### src/rtl/bg_pkg.sv
// Shared constants, tile type codes and power-on row layout for the tiled
// 640x480 background scheduler.
package bg_pkg;

  localparam int unsigned BG_ROWS     = 15;
  localparam int unsigned BG_COLS     = 20;
  localparam int unsigned BG_H_START  = 144;
  localparam int unsigned BG_V_START  = 35;
  localparam int unsigned BG_H_TOTAL  = 800;
  localparam int unsigned BG_V_TOTAL  = 525;
  localparam int unsigned TILE_W      = 32;
  localparam int unsigned BG_H_ACTIVE = BG_COLS * TILE_W;

  typedef enum logic [2:0] {
    TT_DOUBLE  = 3'd0,
    TT_ONEWAY  = 3'd1,
    TT_ROAD    = 3'd2,
    TT_REVERSE = 3'd3,
    TT_MONO    = 3'd4,
    TT_RSVD5   = 3'd5,
    TT_RSVD6   = 3'd6,
    TT_NONE    = 3'd7
  } tile_type_e;

  typedef enum logic {
    ST_RUN,
    ST_COMMIT
  } sched_state_e;

  function automatic tile_type_e reset_type(input int unsigned row);
    case (row)
      0:       return TT_MONO;
      1:       return TT_REVERSE;
      6, 9:    return TT_DOUBLE;
      14:      return TT_ONEWAY;
      default: return TT_ROAD;
    endcase
  endfunction

  // Reserved codes render as black.
  function automatic logic [2:0] visible_type(input logic [2:0] t);
    return ((t == TT_RSVD5) || (t == TT_RSVD6)) ? TT_NONE : t;
  endfunction

endpackage

### src/rtl/bg_scroll_wrap.sv
// Signed mod-WRAP add of a per-row scroll speed onto its offset, shared by the
// serial commit loop. Only exists when BG_SCROLL_EN is defined.
`ifdef BG_SCROLL_EN
module bg_scroll_wrap #(
  parameter int unsigned WRAP = 640
) (
  input  logic [9:0] offset_i,
  input  logic [4:0] speed_i,
  output logic [9:0] wrapped_o
);

  logic [11:0] sum;

  always_comb begin
    sum       = {2'b00, offset_i} + {{7{speed_i[4]}}, speed_i};
    wrapped_o = sum[9:0];
    if (sum[11]) begin
      wrapped_o = 10'(sum + 12'(WRAP));
    end else if (sum >= 12'(WRAP)) begin
      wrapped_o = 10'(sum - 12'(WRAP));
    end
  end

endmodule
`endif

### src/rtl/bg_tile_scheduler.sv
// Per-pixel background tile scheduler: live/shadow row tables, config port and
// a once-per-frame serial commit in blanking. BG_SCROLL_EN adds per-row scroll.
module bg_tile_scheduler
  import bg_pkg::*;
#(
  parameter int unsigned ROWS    = BG_ROWS,
  parameter int unsigned COLS    = BG_COLS,
  parameter int unsigned H_START = BG_H_START,
  parameter int unsigned V_START = BG_V_START,
  parameter int unsigned H_TOTAL = BG_H_TOTAL,
  parameter int unsigned V_TOTAL = BG_V_TOTAL
) (
  input  logic       clk,
  input  logic       rst_n,
  input  logic [9:0] h_count,
  input  logic [9:0] v_count,
  input  logic       cfg_valid,
  output logic       cfg_ready,
  input  logic [3:0] cfg_row,
  input  logic [2:0] cfg_type,
  input  logic [4:0] cfg_speed,
  output logic [2:0] tile_type,
  output logic [4:0] tile_x,
  output logic [4:0] tile_y,
  output logic [3:0] grid_row,
  output logic       active,
  output logic       frame_tick,
  output logic       cfg_err
);

  localparam int unsigned H_ACT = COLS * TILE_W;
  localparam int unsigned V_ACT = ROWS * TILE_W;

  sched_state_e state_q;
  logic [3:0]   idx_q;
  logic         cfg_ready_q;
  logic         frame_tick_q;
  logic         cfg_err_q;
  logic [2:0]   live_q   [ROWS];
  logic [2:0]   shadow_q [ROWS];

  logic         active_q;
  logic [2:0]   tile_type_q;
  logic [4:0]   tile_x_q;
  logic [4:0]   tile_y_q;
  logic [3:0]   grid_row_q;

  logic [9:0]   ah;
  logic [9:0]   av;
  logic         pix_active;
  logic [3:0]   pix_row;
  logic         row_ok;
  logic [2:0]   row_type;
  logic [4:0]   sx_lo;
  logic         frame_end;
  logic         cfg_xfer;
  logic         row_in_range;

  assign ah         = h_count - 10'(H_START);
  assign av         = v_count - 10'(V_START);
  assign pix_active = (ah < 10'(H_ACT)) && (av < 10'(V_ACT));
  assign pix_row    = av[8:5];
  assign row_ok     = pix_row < 4'(ROWS);
  assign row_type   = row_ok ? live_q[pix_row] : TT_NONE;

  assign frame_end    = (h_count == 10'(H_TOTAL - 1)) && (v_count == 10'(V_TOTAL - 1));
  assign cfg_xfer     = cfg_valid && cfg_ready_q;
  assign row_in_range = cfg_row < 4'(ROWS);

`ifdef BG_SCROLL_EN
  logic [4:0] speed_q  [ROWS];
  logic [9:0] offset_q [ROWS];
  logic [9:0] commit_off;
  logic [4:0] row_off_lo;

  bg_scroll_wrap #(
    .WRAP (H_ACT)
  ) u_wrap (
    .offset_i  (offset_q[idx_q]),
    .speed_i   (speed_q[idx_q]),
    .wrapped_o (commit_off)
  );

  // 640 is a multiple of the tile width, so the mod-640 wrap never changes
  // the low five bits: tile_x is just the 5-bit sum.
  assign row_off_lo = row_ok ? offset_q[pix_row][4:0] : '0;
  assign sx_lo      = ah[4:0] + row_off_lo;
`else
  logic unused_speed;
  assign unused_speed = ^cfg_speed;
  assign sx_lo        = ah[4:0];
`endif

  always_ff @(posedge clk or negedge rst_n) begin
    if (!rst_n) begin
      state_q      <= ST_RUN;
      idx_q        <= '0;
      cfg_ready_q  <= 1'b1;
      frame_tick_q <= 1'b0;
      cfg_err_q    <= 1'b0;
      for (int unsigned i = 0; i < ROWS; i++) begin
        live_q[i]   <= reset_type(i);
        shadow_q[i] <= reset_type(i);
`ifdef BG_SCROLL_EN
        speed_q[i]  <= '0;
        offset_q[i] <= '0;
`endif
      end
    end else begin
      frame_tick_q <= 1'b0;
      unique case (state_q)
        ST_RUN: begin
          if (cfg_xfer) begin
            if (row_in_range) begin
              shadow_q[cfg_row] <= cfg_type;
`ifdef BG_SCROLL_EN
              speed_q[cfg_row]  <= cfg_speed;
`endif
            end else begin
              cfg_err_q <= 1'b1;
            end
          end
          if (frame_end) begin
            state_q     <= ST_COMMIT;
            idx_q       <= '0;
            cfg_ready_q <= 1'b0;
          end
        end
        ST_COMMIT: begin
          live_q[idx_q] <= shadow_q[idx_q];
`ifdef BG_SCROLL_EN
          offset_q[idx_q] <= commit_off;
`endif
          if (idx_q == 4'(ROWS - 1)) begin
            state_q      <= ST_RUN;
            idx_q        <= '0;
            cfg_ready_q  <= 1'b1;
            frame_tick_q <= 1'b1;
          end else begin
            idx_q <= idx_q + 4'd1;
          end
        end
        default: state_q <= ST_RUN;
      endcase
    end
  end

  always_ff @(posedge clk or negedge rst_n) begin
    if (!rst_n) begin
      active_q    <= 1'b0;
      tile_type_q <= TT_NONE;
      tile_x_q    <= '0;
      tile_y_q    <= '0;
      grid_row_q  <= '0;
    end else begin
      active_q    <= pix_active;
      tile_type_q <= pix_active ? visible_type(row_type) : TT_NONE;
      tile_x_q    <= sx_lo;
      tile_y_q    <= av[4:0];
      grid_row_q  <= pix_row;
    end
  end

  assign cfg_ready  = cfg_ready_q;
  assign frame_tick = frame_tick_q;
  assign cfg_err    = cfg_err_q;
  assign active     = active_q;
  assign tile_type  = tile_type_q;
  assign tile_x     = tile_x_q;
  assign tile_y     = tile_y_q;
  assign grid_row   = grid_row_q;

endmodule

### config.mk
export PLATFORM = sky130hd
export DESIGN_NAME = bg_tile_scheduler
export DESIGN_NICKNAME = d
export VERILOG_FILES = /design/src/rtl/bg_pkg.sv /design/src/rtl/bg_scroll_wrap.sv /design/src/rtl/bg_tile_scheduler.sv
export SDC_FILE = /design/constraint.sdc
export NUM_CORES = 1
export LEC_CHECK = 0
export CAP_MARGIN = 40
export CORE_MARGIN = 8
export CORE_UTILIZATION = 30
export CTS_CLUSTER_DIAMETER = 30
export DETAILED_ROUTE_END_ITERATION = 8
export SYNTH_ARGS = -nofsm -noshare
export SYNTH_HDL_FRONTEND = slang
export SYNTH_SLANG_ARGS = --single-unit
### constraint.sdc
create_clock -name clk -period 2.2 [get_ports clk]
set_input_delay 0.44 -clock clk [delete_from_list [all_inputs] [get_ports clk]]
set_output_delay 0.44 -clock clk [all_outputs]
set_load 0.02 [all_outputs]
# After elaboration in Yosys (flattened, before gate mapping)
# Index checks and enable logic that the tools add are counted.
dict set report totals {
  regBits 116
  input_bits 35
  wordCells 99
  output_inout_bits 21
}
dict set report classes {
  eq_ne 7
  add_sub_neg 3
  n_reduce_logical 9
  n_mux 26
  bitwise 5
  n_lt_le_gt_ge 9
}
# operator n
set op_table {}
lappend op_table {{$bwmux 45} 2}
lappend op_table {{$mux 3} 9}
lappend op_table {{$bmux 3 s4} 2}
lappend op_table {{$demux 3 s4} 2}
lappend op_table {{$eq 10x10->1 const B} 2}
lappend op_table {{$ge 5x5->1 const B} 3}
lappend op_table {{$not 4->5} 3}
lappend op_table {{$lt 10x10->1 const B} 1}
lappend op_table {{$lt 10x9->1 const B} 1}
lappend op_table {{$lt 5x1->1 const B} 2}
lappend op_table {{$sub 10x6->10 const B} 1}
lappend op_table {{$sub 10x8->10 const B} 1}
lappend op_table {{$lt 4x4->1 const B} 2}
lappend op_table {{$mux 4} 2}
lappend op_table {{$pmux 4 s2} 1}
lappend op_table {{$eq 3x3->1 const B} 2}
lappend op_table {{$mux 1} 6}
lappend op_table {{$reduce_and 3->1} 2}
lappend op_table {{$logic_and 1x1->1} 5}
lappend op_table {{$add 4x1->4 const B} 1}
lappend op_table {{$eq 4x4->1 const B} 1}
lappend op_table {{$pmux 1 s2} 2}
lappend op_table {{$ne 2x1->1 const B} 1}
lappend op_table {{$ne 2x2->1 const B} 1}
lappend op_table {{other kinds (3)} 4}

# Depth between registers and ports, before layout
dict set report depth {
  depth_word 10
  depth_mapped 10
}

# Least setup slack after synthesis
# OpenSTA, ideal clock, no wires.
dict set report synth_path {
  kind {input-to-reg}
  from {in v_count[0]}
  to {reg tile_type_q[1] (netlist: tile_type[1])}
  required_time_ps 2118
  arrival_time_ps 2744
  n_path_buf 1
  path_stages 9
  path_slack_ps -625
  cell_sequence {ha_1 > clkbuf_1 > o41a_1 > xnor2_1 > mux4_2 > nand2_1 > o21ai_0 > a221o_1 > a211o_1}
}
dict set report synth_via {
  elab_chain_cells 10
  word_cells_on_any_way 14
  cone_classes {add/sub (1); order compare (2); eq/ne (2); mux (6); bitwise (1); reduce/logical (2)}
}
# element line
set synth_lines {}
lappend synth_lines {{start, declared} bg_tile_scheduler.sv:16} ;# input logic [9:0] v_count,
lappend synth_lines {{$sub 10x6->10 *} bg_tile_scheduler.sv:60} ;# assign av = v_count - 10'(V_START);
lappend synth_lines {{$not 4->5 (not written as such)} bg_tile_scheduler.sv:64} ;# assign row_type = row_ok ? live_q[pix_row] : TT_NONE;
lappend synth_lines {{$bmux 3 s4} bg_tile_scheduler.sv:64}
lappend synth_lines {{$mux 3 (not written as such) (2 in series)} bg_tile_scheduler.sv:64}
lappend synth_lines {{$mux 3} bg_tile_scheduler.sv:64}
lappend synth_lines {{$eq 3x3->1} bg_pkg.sv:42} ;# return ((t == TT_RSVD5) || (t == TT_RSVD6)) ? TT_NONE : t;
lappend synth_lines {{$logic_or 1x1->1} bg_pkg.sv:42}
lappend synth_lines {{$mux 3} bg_pkg.sv:42}
lappend synth_lines {{$mux 3 *} bg_tile_scheduler.sv:157} ;# tile_type_q <= pix_active ? visible_type(row_type) : TT_NONE;
lappend synth_lines {{end signal, assigned} bg_tile_scheduler.sv:157}
lappend synth_lines {{end, declared} bg_tile_scheduler.sv:43} ;# logic [2:0] tile_type_q;
# Every way passes the cells marked *; elsewhere a longest branch is shown, timed or not. The select of a mux whose other input is x is not followed.
# A chain may end at the register's enable or synchronous reset.

# Worst setup path after layout
# Same ends and word-level chain as after synthesis.

==> impl_metrics.json <==
{
  "drt-wirelength-per-cell_microns": 19.2,
  "synth-seq-area-share": 0.526,
  "p_leak_nw": 3.27,
  "fmax_mhz": 416,
  "grt_usage": 0.126,
  "synth_top_area_frac": 0.376,
  "final_cells": 789,
  "synth-main-ff-cell": "dfrtp_1",
  "post-route-util": 0.412,
  "synth.net_count": 475,
  "grt_pass1_wl_microns": 23400,
  "synthCells": 438,
  "vias": 4089,
  "power_mw": 6.21,
  "design_area_sq_mm": 0.00762,
  "maxCapViolCount": 0,
  "layout_common_cells": "83 x dfrtp_1, 76 x mux2_2, 50 x buf_4",
  "dp_cells": 745,
  "crit_path_start_kind": "primary input",
  "rsz0062_at_grt": "true",
  "viasPerCell": 5.18,
  "grt-ovfl-total": 0,
  "violations": "setup timing",
  "core_area_sq_mm": 0.0185,
  "ys_ff_latch": 116,
  "die_w_microns": 153,
  "diodes": 0,
  "fp.dieArea_sq_mm": 0.0233,
  "slowest_delay_ps": 580,
  "layout_commonest_cell": "dfrtp_1",
  "start_util": 0.302,
  "drive_gt1_frac": 0.481,
  "fin_worst_skew_ps": 11.2,
  "worstSetupEndpointType": "register",
  "area_growth_pct": 36.3,
  "min_period_ps": 2410,
  "cts-root-buf": "clkbuf_16",
  "grt_max_degree": 45,
  "antenna_found_initial": 0,
  "p_switching_mw": 1.54,
  "io_pins": 56,
  "grt_pass1_vias": 4254,
  "cts_buffers": 17,
  "cp.buffers_inverters": 2,
  "clock_latency_ps": 420,
  "rows": 50,
  "yosysWarnings": 0,
  "cpLargestDelayFamily": "compound AO/OA/AOI/OAI gates",
  "worst_slew_pin_slew_ps": 687,
  "fin_ws_ps": -206,
  "finalNetCount": 579,
  "gp_congestion": 0.841,
  "syn_area_sq_mm": 0.00559,
  "portBuffers": 50,
  "slowest_stage": "a2111o_2",
  "synth_cell_types": 60,
  "postRouteAntennaNets": 0,
  "drv_slew": 0,
  "slew_headroom": 0.542,
  "clkSinkCount": 116,
  "ir_drop_uv": 578,
  "preCtsSetupSlack_ps": -1090,
  "drtIter0Drc": 320,
  "hold_slack_ps": 308,
  "hp-class": "in2reg",
  "dpl-instance-area_sq_mm": 0.00669,
  "synth-edff-count": 0,
  "syn_avg_cell_area_sq_um": 12.8,
  "clk_pin_slew_ps": 50,
  "cts_tree": "yes",
  "power_density_mw_per_mm2": 815,
  "synthTopCellsByArea": "dfrtp_1 38%, mux2_2 19%, dfstp_2 15%, mux4_2 5.2%, nor2_1 1.7%",
  "ys_async_sr_fraction": 1.00,
  "drc": 0,
  "crit_arrival_ps": 2740,
  "clockBufferDepth": 2,
  "required_ps": 2540,
  "drt-total-wl_microns": 15100,
  "synth_top_cell_by_area": "dfrtp_1",
  "dr.pass1.iters": 5,
  "sequentialPowerShare": 0.406,
  "setup_viol": 9,
  "clkPwrFrac": 0.430,
  "die_h_microns": 153,
  "swShare": 0.249,
  "path_cells": "buf_8, buf_6, a2111o_2, o31ai_4, a21oi_4, o2111ai_2, nor2_1, or4_4, a211o_1",
  "fin_crit_sh": 1.09,
  "htree_levels": 4,
  "hold_violations": 0,
  "p_int_mw": 4.67,
  "hpwl_microns": 9960,
  "status": "complete, but fails checks",
  "critPathKind": "in2reg",
  "combPwrFrac": 0.164,
  "cp_max_fo": 8,
  "setup-tns-final_ps": -541
}
==> layout make-up <==
type	instances	area [sq um]
Multi-Input combinational cell	292	2790
Clock inverter	10	106
Clock buffer	22	474
Timing Repair Buffer	108	990
Inverter	7	26.3
Fill cell	1718	10900
Tap cell	234	293
Sequential cell	116	2940
==> worst reg2reg max path, cell delays in order, from the launching register on <==
cell	delay [ps]
dfrtp_2	410
clkbuf_16	170
mux4_2	550
mux4_2	640
mux2_4	330
==> registers in the layout, indices dropped and copies added (netlist names) <==
name and count:
active 1, tile_x 5, cfg_err 1, frame_tick 1, tile_y 5, idx_q 4
grid_row 4, cfg_ready 1, tile_type 3, live_q 45, shadow_q 45, state_q 1
==> final timing paths <==
check / start / end / slack [ps] / depth (start not counted)
worst max-delay path: v_count[0] / tile_type[1] / -210 / 9
worst min register to register: cfg_err / cfg_err / 470 / 1
min in group asynchronous: rst_n / grid_row[3] / 520 / 2
max in group asynchronous: rst_n / shadow_q[37] / 990 / 3
worst max register to register: idx_q[0] / live_q[33] / -10 / 4
worst min-delay path: v_count[2] / tile_y[2] / 310 / 2
==> layer usage <==
metal / track usage / part of all wire
met5: 0 / 0
met2: 0.209 / 0.49
met4: 0.0429 / 0.014
met3: 0.0408 / 0.061
met1: 0.153 / 0.44
==> synthesized netlist by cell type (4+ instances only) <==
library cell / number
a211oi_1: 4
a21oi_1: 8
clkbuf_1: 20
dfrtp_1: 84
dfstp_2: 32
inv_1: 7
mux2_2: 93
mux2i_1: 7
mux4_2: 13
nand2_1: 24
nand2b_1: 5
nand3_1: 8
nor2_1: 25
nor2b_1: 6
nor3_1: 7
o21ai_0: 18
o22ai_1: 8
or3_1: 7
xnor2_1: 4
==> power groups by stage <==
stage / combinational [mW] / clock [mW] / sequential (mW)
2_1_floorplan: 0.476 / 0 / 2.56
3_3_place_gp: 0.855 / 0 / 2.54
3_5_place_dp: 0.880 / 0 / 2.55
4_1_cts: 0.941 / 2.73 / 2.52
5_1_grt: 1.09 / 2.86 / 2.55
6_report: 1.02 / 2.67 / 2.52
==> cells by family (layout without fill, tap and decap cells) <==
family / count (synthesis) / after routing / synth area share
adder cells (fa/ha/maj): 2 / 2 / 0.00447
AND/OR/NAND/NOR: 104 / 104 / 0.0973
flip-flops: 116 / 116 / 0.526
multiplexers: 114 / 117 / 0.255
AO/OA/AOI/OAI: 63 / 63 / 0.0803
XOR/XNOR: 6 / 6 / 0.0107
buffers and inverters: 33 / 147 / 0.0262
==> repair_timing <==
action / CTS / global route
hold buffers: 1 / 0
setup buffers: 6 / 1
endpoints found under the setup margin: 10 / 33
cloned: 1 / 3
resized for setup: 41 / 40
pin swaps: 14 / 9
hold endpoints to repair: 24 / 0
Note: power is estimated with default switching activity, not from simulation.
